<file path="src/rtl/jtframe_pll_rstseq.sv">
`default_nettype none
// ============================================================================
// Module   : jtframe_pll_rstseq
// Purpose  : PLL reset pulse, lock qualification and staged per-domain reset
//            release with soft-reset, download hold and lock-loss counting.
// Revision : 1.0 - initial release
// ============================================================================
module jtframe_pll_rstseq #(
  parameter int NDOM        = 3,
  parameter int PLLRST_LEN  = 256,
  parameter int LOCK_STABLE = 1024,
  parameter int STAGE_GAP   = 16,
  parameter int LOCK_TO     = 65536
) (
  input  logic            clk_sys,
  input  logic            RESET,
  input  logic            pll_locked,
  input  logic            rst_req,
  input  logic            downloading,
  output logic            pll_rst,
  output logic [NDOM-1:0] rst_out,
  output logic            ready,
  output logic [7:0]      lock_lost
);

  localparam int MAX_A = (PLLRST_LEN > LOCK_STABLE) ? PLLRST_LEN : LOCK_STABLE;
  localparam int MAX_B = (STAGE_GAP > LOCK_TO) ? STAGE_GAP : LOCK_TO;
  localparam int MAXP  = (MAX_A > MAX_B) ? MAX_A : MAX_B;
  localparam int CW    = $clog2(MAXP) + 1;
  localparam int IW    = $clog2(NDOM + 1);

  localparam logic [CW-1:0] PLLRST_LAST = CW'(PLLRST_LEN - 1);
  localparam logic [CW-1:0] STABLE_LAST = CW'(LOCK_STABLE - 1);
  localparam logic [CW-1:0] GAP_LAST    = CW'(STAGE_GAP - 1);
  localparam logic [CW-1:0] LOCKTO_LAST = CW'(LOCK_TO - 1);
  localparam logic [IW-1:0] IDX_ALL     = IW'(NDOM);

  localparam logic [2:0] ST_PLLRST   = 3'd0;
  localparam logic [2:0] ST_WAITLOCK = 3'd1;
  localparam logic [2:0] ST_STABLE   = 3'd2;
  localparam logic [2:0] ST_STAGE    = 3'd3;
  localparam logic [2:0] ST_RUN      = 3'd4;

  logic [1:0]    r_sync;
  logic          w_lock_s;
  logic [2:0]    r_state, w_next;
  logic [CW-1:0] r_cnt, w_cnt_nxt;
  logic [IW-1:0] r_idx, w_idx_nxt;
  logic          w_lost_inc;
  logic [7:0]    r_lost;
  logic          r_dl_blk;
  logic [CW-1:0] r_dl_cnt;
  logic          w_dl_force;
  logic          w_staging;

  assign w_lock_s   = r_sync[1];
  assign w_dl_force = downloading | r_dl_blk;
  assign w_staging  = (r_state == ST_STAGE) || (r_state == ST_RUN);
  assign lock_lost  = r_lost;

  always_ff @(posedge clk_sys or posedge RESET) begin
    if (RESET) r_sync <= 2'b00;
    else       r_sync <= {r_sync[0], pll_locked};
  end

  always_ff @(posedge clk_sys or posedge RESET) begin
    if (RESET) r_state <= ST_WAITLOCK;
    else       r_state <= w_next;
  end

  always_ff @(posedge clk_sys or posedge RESET) begin
    if (RESET) begin
      r_cnt  <= '0;
      r_idx  <= '0;
      r_lost <= 8'd0;
    end else begin
      r_cnt <= w_cnt_nxt;
      r_idx <= w_idx_nxt;
      if (w_lost_inc && (r_lost != 8'hFF)) r_lost <= r_lost + 8'd1;
    end
  end

  // Game domain stays held for one stage gap after a download ends
  always_ff @(posedge clk_sys or posedge RESET) begin
    if (RESET) begin
      r_dl_blk <= 1'b0;
      r_dl_cnt <= '0;
    end else if (downloading) begin
      r_dl_blk <= 1'b1;
      r_dl_cnt <= '0;
    end else if (r_dl_blk) begin
      if (r_dl_cnt == GAP_LAST) r_dl_blk <= 1'b0;
      else                      r_dl_cnt <= r_dl_cnt + CW'(1);
    end
  end

  always_comb begin
    w_next     = r_state;
    w_cnt_nxt  = r_cnt;
    w_idx_nxt  = r_idx;
    w_lost_inc = 1'b0;
    case (r_state)
      ST_PLLRST: begin
        if (r_cnt == PLLRST_LAST) begin
          w_next    = ST_WAITLOCK;
          w_cnt_nxt = '0;
        end else begin
          w_cnt_nxt = r_cnt + CW'(1);
        end
      end
      ST_WAITLOCK: begin
        if (w_lock_s) begin
          w_next    = ST_STABLE;
          w_cnt_nxt = '0;
        end else if (r_cnt == LOCKTO_LAST) begin
          w_next    = ST_PLLRST;
          w_cnt_nxt = '0;
        end else begin
          w_cnt_nxt = r_cnt + CW'(1);
        end
      end
      ST_STABLE: begin
        if (!w_lock_s) begin
          w_next    = ST_WAITLOCK;
          w_cnt_nxt = '0;
        end else if (r_cnt == STABLE_LAST) begin
          w_next    = ST_STAGE;
          w_cnt_nxt = '0;
          w_idx_nxt = IW'(1);
        end else begin
          w_cnt_nxt = r_cnt + CW'(1);
        end
      end
      ST_STAGE, ST_RUN: begin
        if (!w_lock_s) begin
          w_next     = ST_PLLRST;
          w_cnt_nxt  = '0;
          w_idx_nxt  = '0;
          w_lost_inc = 1'b1;
        end else if (rst_req) begin
          w_next    = ST_STAGE;
          w_cnt_nxt = '0;
          w_idx_nxt = '0;
        end else if (r_state == ST_STAGE) begin
          // idx 0 only occurs right after a soft reset: release domain 0 at once
          if (r_idx == '0) begin
            w_idx_nxt = IW'(1);
            w_cnt_nxt = '0;
          end else if (r_cnt == GAP_LAST) begin
            w_cnt_nxt = '0;
            if (r_idx == IDX_ALL) w_next    = ST_RUN;
            else                  w_idx_nxt = r_idx + IW'(1);
          end else begin
            w_cnt_nxt = r_cnt + CW'(1);
          end
        end
      end
      default: begin
        w_next    = ST_WAITLOCK;
        w_cnt_nxt = '0;
        w_idx_nxt = '0;
      end
    endcase
  end

  always_comb begin
    pll_rst = (r_state == ST_PLLRST);
    ready   = (r_state == ST_RUN) && !w_dl_force;
    for (int i = 0; i < NDOM; i++) begin
      rst_out[i] = !(w_staging && (IW'(i) < r_idx));
    end
    if (w_dl_force) rst_out[NDOM-1] = 1'b1;
  end

endmodule
`default_nettype wire

</file>
<file path="config.mk">
export PLATFORM = sky130hd
export DESIGN_NAME = jtframe_pll_rstseq
export DESIGN_NICKNAME = d
export VERILOG_FILES = /design/src/rtl/jtframe_pll_rstseq.sv
export SDC_FILE = /design/constraint.sdc
export NUM_CORES = 1
export LEC_CHECK = 0
export BUFFER_PORTS_ARGS = -buffer_cell sky130_fd_sc_hd__buf_4
export CORE_ASPECT_RATIO = 1.1
export CORE_UTILIZATION = 59
export CTS_BUF_LIST = sky130_fd_sc_hd__clkbuf_4 sky130_fd_sc_hd__clkbuf_8 sky130_fd_sc_hd__clkbuf_16
export DETAILED_ROUTE_END_ITERATION = 10
export GPL_ROUTABILITY_DRIVEN = 1
export GPL_TIMING_DRIVEN = 0
export PLACE_DENSITY = 0.78
export SLEW_MARGIN = 0
export SYNTH_ARGS = -nofsm -noshare
export SYNTH_HDL_FRONTEND = slang
export SYNTH_SLANG_ARGS = --single-unit
export TNS_END_PERCENT = 30
</file>
<file path="constraint.sdc">
create_clock -name clk_sys -period 5.95 [get_ports clk_sys]
set_clock_uncertainty 0.1 [all_clocks]
set_input_delay 0.595 -clock clk_sys [delete_from_list [all_inputs] [get_ports clk_sys]]
set_output_delay 0.595 -clock clk_sys [all_outputs]
set_load 0.01 [all_outputs]
</file>
# Yosys cells after proc, flatten, opt, wreduce, memory -nomap -nowiden
# Cells that the tools add are included.
[word_totals]
word_cells = 98
regBits = 50
[classes]
add_sub_neg = 4
n_mux = 41
bitwise_logic = 2
eq_ne = 23
order_cmp = 3
n_reduce_logical = 18
[op_table]
columns = ["operator", "n"]
rows = [
  ["$mux 17", 13],
  ["$pmux 17 s4", 1],
  ["$add 17x1->17 const B", 2],
  ["$eq 17x4->1 const B", 2],
  ["$mux 3", 11],
  ["$eq 17x10->1 const B", 1],
  ["$eq 17x16->1 const B", 1],
  ["$eq 17x8->1 const B", 1],
  ["$mux 2", 8],
  ["$ne 4x4->1 const B", 4],
  ["$pmux 3 s4", 1],
  ["$ne 5x5->1 const B", 2],
  ["$add 8x1->8 const B", 1],
  ["$ne 8x8->1 const B", 1],
  ["$reduce_and 7->1", 1],
  ["$eq 3x2->1 const B", 2],
  ["$mux 1", 6],
  ["$ne 2x2->1 const B", 3],
  ["$ne 3x3->1 const B", 2],
  ["$pmux 2 s3", 1],
  ["$reduce_and 6->1", 1],
  ["$logic_and 1x1->1", 5],
  ["$logic_not 1->1", 4],
  ["$lt 1x2->1 const A", 2],
  ["14 further kinds", 15],
]

# Longest topological paths before layout
[depth]
depth_word = 8
depth_mapped = 12
mapped_depth_nobuf = 12

# Least setup slack after synthesis
# OpenSTA, ideal clock, no wires.
[synth_timing]
kind = "register to register"
start = "reg r_cnt[6]"
end = "reg r_state[1]"
setup_slack_ns = 3.193
setup_ns = 0.121
arrival_time_ns = 2.536
path_stages_with_launch = 12
period_less_slack_ns = 2.757
t_required_ns = 5.729
path_cell_list = "dfrtp_1 and3_2 and4_1 nand4_1 inv_1 ha_1 or4b_2 a21oi_1 a21o_1 nor3b_1 a311o_1 a22o_1"
[synth_between]
elab_chain_len = 3
[synth_lines]
columns = ["item", "line", "source"]
rows = [
  ["start: declaration", "47", "logic [CW-1:0] r_cnt, w_cnt_nxt;"],
  ["start signal: assignment", "77", "r_cnt <= w_cnt_nxt;"],
  ["$eq 17x4->1, or another cell as far along", "149", "end else if (r_cnt == GAP_LAST) begin"],
  ["$ne 4x4->1 (no source line), or another cell as far along", "n/a", ""],
  ["$reduce_and 7->1 (no source line) *", "n/a", ""],
  ["end signal: assignment", "68", "else r_state <= w_next;"],
  ["end: declaration", "46", "logic [2:0] r_state, w_next;"],
]
# Mark *: on every way between the ends. The rest lies on a longest branch, timed or not.
# A chain may end at the register's enable or synchronous reset.

# Worst setup path in the final report
# Same ends and word-level chain as after synthesis.

==> metrics.yaml <==
synth:
  syn_nets: 301
  ys_seq_area_share_pct: 44.6
  ys_types: 59
  netlist_instances: 288
  synth-edff-count: 0
  ys_warn_count: 0
  syn_area_sq_mm: 0.00281
  ys_ff_latch: 50
  ys.flop_type: "dfrtp_1"
  synthArstFlopShare_pct: 100
  syn_area_per_cell_sq_um: 9.76
power_and_ir_drop:
  p_int_mw: 0.456
  pwr-share-clk_pct: 37.3
  pwr-share-seq_pct: 59.1
  power_mw: 0.582
  p_switching_mw: 0.127
  p_sw_share_pct: 21.7
  power_frac_comb_pct: 3.6
  leakage_nw: 1.39
  vdd_drop_max_mv: 0.166
  power.density_mw_per_mm2: 186
grt:
  grt_usage_pct: 24.1
  overflow: 0
  globalRouteMet3Util_pct: 5.21
  use_met2_pct: 41.9
  grt_pass1_vias: 2091
  grt_pass1_wl_mm: 9.04
  grt_max_degree: 43
  groute.layer.met1.usage_pct: 29.9
  antenna_found_initial: 0
  busiest_layer: "met2"
floorplanning:
  initial_core_util_pct: 63.3
  core_sq_mm: 0.00444
  boundaryPins: 18
  row_count: 25
  dieArea_sq_mm: 0.00504
  die_h_um: 74.4
  fp.dieW_um: 67.8
critical_path:
  path_class: "flop to flop"
  start_kind: "flop"
  critPathCaptureType: "flop"
  regToRegStartpoint: "r_cnt[6]"
  rr_worst_depth: 11
  slowest_stage: "or4b_2"
  worstPathBufferInverterCount: 1
  r2r_end: "r_state[1]"
  cp.arrival_ns: 3.12
  critical_path_depth: 11
  cp_top_family: "simple AND/OR/NAND/NOR gates"
  cp_cell_sequence: "and3_2, and4_1, nand4_1, inv_1, ha_1, or4b_2, a21oi_1, a21o_1, nor3b_1, a311o_1, a22o_1"
  path_max_fanout: 5
  r2r_setup_slack_ns: 2.92
  cp.required_ns: 6.04
  slowest_delay_ns: 0.60
min_path:
  hp-class: "input port to async pin"
clock_network:
  cts_setup_buffers: 0
  hold_buffers: 0
  cts_root_buf: "clkbuf_8"
  cts_resized: 0
  clk_path_buf_depth: 2
  path_clk_slew_ns: 0.09
  clk_latency_ns: 0.30
  cts_tree: "yes"
  cts_htree_levels: 2
  cts_buffers: 5
  clock_sinks: 50
placement:
  gp_congestion: 0.861
  place_hpwl_mm: 3.98
  port-buffer-count: 17
detailed_routing:
  drt_iter0_drc: 86
  wl_per_cell_um: 14.7
  vias_per_cell: 5.84
  wl_mm: 5.40
  postRouteAntennaNets: 0
  drt_first_pass_iters: 4
  vias: 2149
  route.detailed.drc: 0
sta:
  relSlewSlack_pct: 61.4
  layout_min_cycle_time_ns: 3.03
  slew_violations: 0
  rsz0062_at_grt: "no"
  tns_ns: 0
  worst_slew_pin_slew_ns: 0.576
  max_freq_ghz: 0.331
  finalCritPeriodShare_pct: 50.8
  finalHoldViolCount: 0
  setup_violations: 0
final_layout:
  fillers: 368
  register_area_sq_mm: 0.00125
  multi_input_area_sq_mm: 0.00143
  n_antenna_cell: 0
  area_delta_synth_final_pct: 11.4
  nets: 326
  layout-drive-gt1-share_pct: 16.6
run_status:
  status: "completed"
flow_run:
  max_cap_violations: 0
## state kept, by name, summed over array words and instances, names as in the netlist
name,count
r_dl_cnt,17
r_sync,2
r_idx,2
lock_lost,8
r_state,3
r_cnt,17
r_dl_blk,1
## cells by family after synthesis
logic type,synth area share [%]
AOI/OAI and AO/OA,10.2
xor gates and xnor gates,10.9
adders and majority gates,3.56
buffers and inverters,4.50
DFF,44.6
muxes,1.16
and+or+nand+nor,25.2
## cell usage in the layout, fill, tap and decap left out, types with 3 or more instances in the layout
| cell | instances |
|---|---|
| nor3_1 | 9 |
| nand4_1 | 8 |
| ha_1 | 8 |
| a21oi_1 | 3 |
| buf_4 | 18 |
| xor2_1 | 13 |
| nand2_1 | 20 |
| nand3_1 | 13 |
| nor4_1 | 4 |
| xnor2_1 | 22 |
| nor2_1 | 45 |
| nand2b_1 | 6 |
| and3_1 | 5 |
| nor4b_1 | 4 |
| a21o_1 | 5 |
| and4_1 | 3 |
| dfrtp_1 | 49 |
| inv_1 | 13 |
| clkbuf_8 | 9 |
| a31oi_1 | 5 |
## power groups by stage
stage | Sequential [mW] | Combinational [mW] | Clock [mW]
floorplan | 0.350 | 0.0133 | 0
detailed placement | 0.351 | 0.0214 | 0
global placement | 0.351 | 0.0191 | 0
global route | 0.345 | 0.0243 | 0.238
finish | 0.344 | 0.0210 | 0.217
CTS | 0.344 | 0.0214 | 0.224
## final cells by class
| type | count | share of cell area, % |
|---|---|---|
| Multi-Input combinational cell | 215 | 45.7 |
| Inverter | 14 | 1.68 |
| Buffer | 9 | 2.36 |
| Clock buffer | 7 | 3.08 |
| Timing Repair Buffer | 18 | 4.72 |
| Sequential cell | 50 | 40.0 |
| Clock inverter | 1 | 0.280 |
| Tap cell | 54 | 2.16 |
## worst max-delay path by stage
stage | from | end | slack (ns)
global placement | r_cnt[5] | r_state[1] | 2.98
finish | r_cnt[6] | r_state[1] | 2.92
detailed placement | r_cnt[7] | r_state[1] | 2.94
CTS | r_cnt[6] | r_state[1] | 2.93
floorplan | r_cnt[6] | r_state[1] | 3.19
global route | r_cnt[5] | r_state[1] | 2.82
## stage by stage
step	worst slack [ns]	utilization, %	hold slack [ns]	cells	instance area [sq um]
2_1_floorplan	3.19	-	0.231	288	2810
3_3_place_gp	2.98	67.7	0.233	359	3010
3_5_place_dp	2.94	68.1	0.235	360	3030
4_1_cts	2.93	70.5	0.0953	368	3130
5_1_grt	2.82	70.5	0.105	368	3130
6_report	2.92	70.5	0.101	368	3130
## synthesized netlist by cell type (2+ instances only)
| cell type | instances | area, sq um |
|---|---|---|
| dfrtp_1 | 49 | 1230 |
| nor2_1 | 45 | 169 |
| xnor2_1 | 22 | 193 |
| nand2_1 | 20 | 75.1 |
| inv_1 | 14 | 52.6 |
| nand3_1 | 13 | 65.1 |
| xor2_1 | 13 | 114 |
| nor3_1 | 9 | 45.0 |
| ha_1 | 8 | 100 |
| nand4_1 | 8 | 50.1 |
| nand2b_1 | 6 | 37.5 |
| a21o_1 | 5 | 37.5 |
| a31oi_1 | 5 | 31.3 |
| and3_1 | 5 | 31.3 |
| nor4_1 | 4 | 25.0 |
| nor4b_1 | 4 | 35.0 |
| a21oi_1 | 3 | 15.0 |
| and4_1 | 3 | 26.3 |
| a211oi_1 | 2 | 15.0 |
| a221oi_1 | 2 | 17.5 |
| a22o_2 | 2 | 20.0 |
| a311oi_2 | 2 | 30.0 |
| and3_2 | 2 | 15.0 |
| buf_6 | 2 | 22.5 |
| clkbuf_1 | 2 | 7.51 |
| clkbuf_8 | 2 | 27.5 |
| mux2_2 | 2 | 22.5 |
| o21ai_0 | 2 | 10.0 |
| or2_2 | 2 | 12.5 |
## layer usage
layer	vias to the layer above	routed length, um	share of wire, %
met5	-	0	0
met1	1062	2490	46
met3	6	125	2.3
met2	25	2720	50
li1	1056	-	-
met4	0	59	1.1
## worst register-to-register path: stages (launching register included)
cell and delay (ns):
dfrtp_1 0.42, and3_2 0.25, and4_1 0.23, nand4_1 0.13, inv_1 0.06, ha_1 0.19
or4b_2 0.60, a21oi_1 0.24, a21o_1 0.13, nor3b_1 0.05, a311o_1 0.32, a22o_1 0.19
Note: power is estimated with default switching activity, not from simulation.
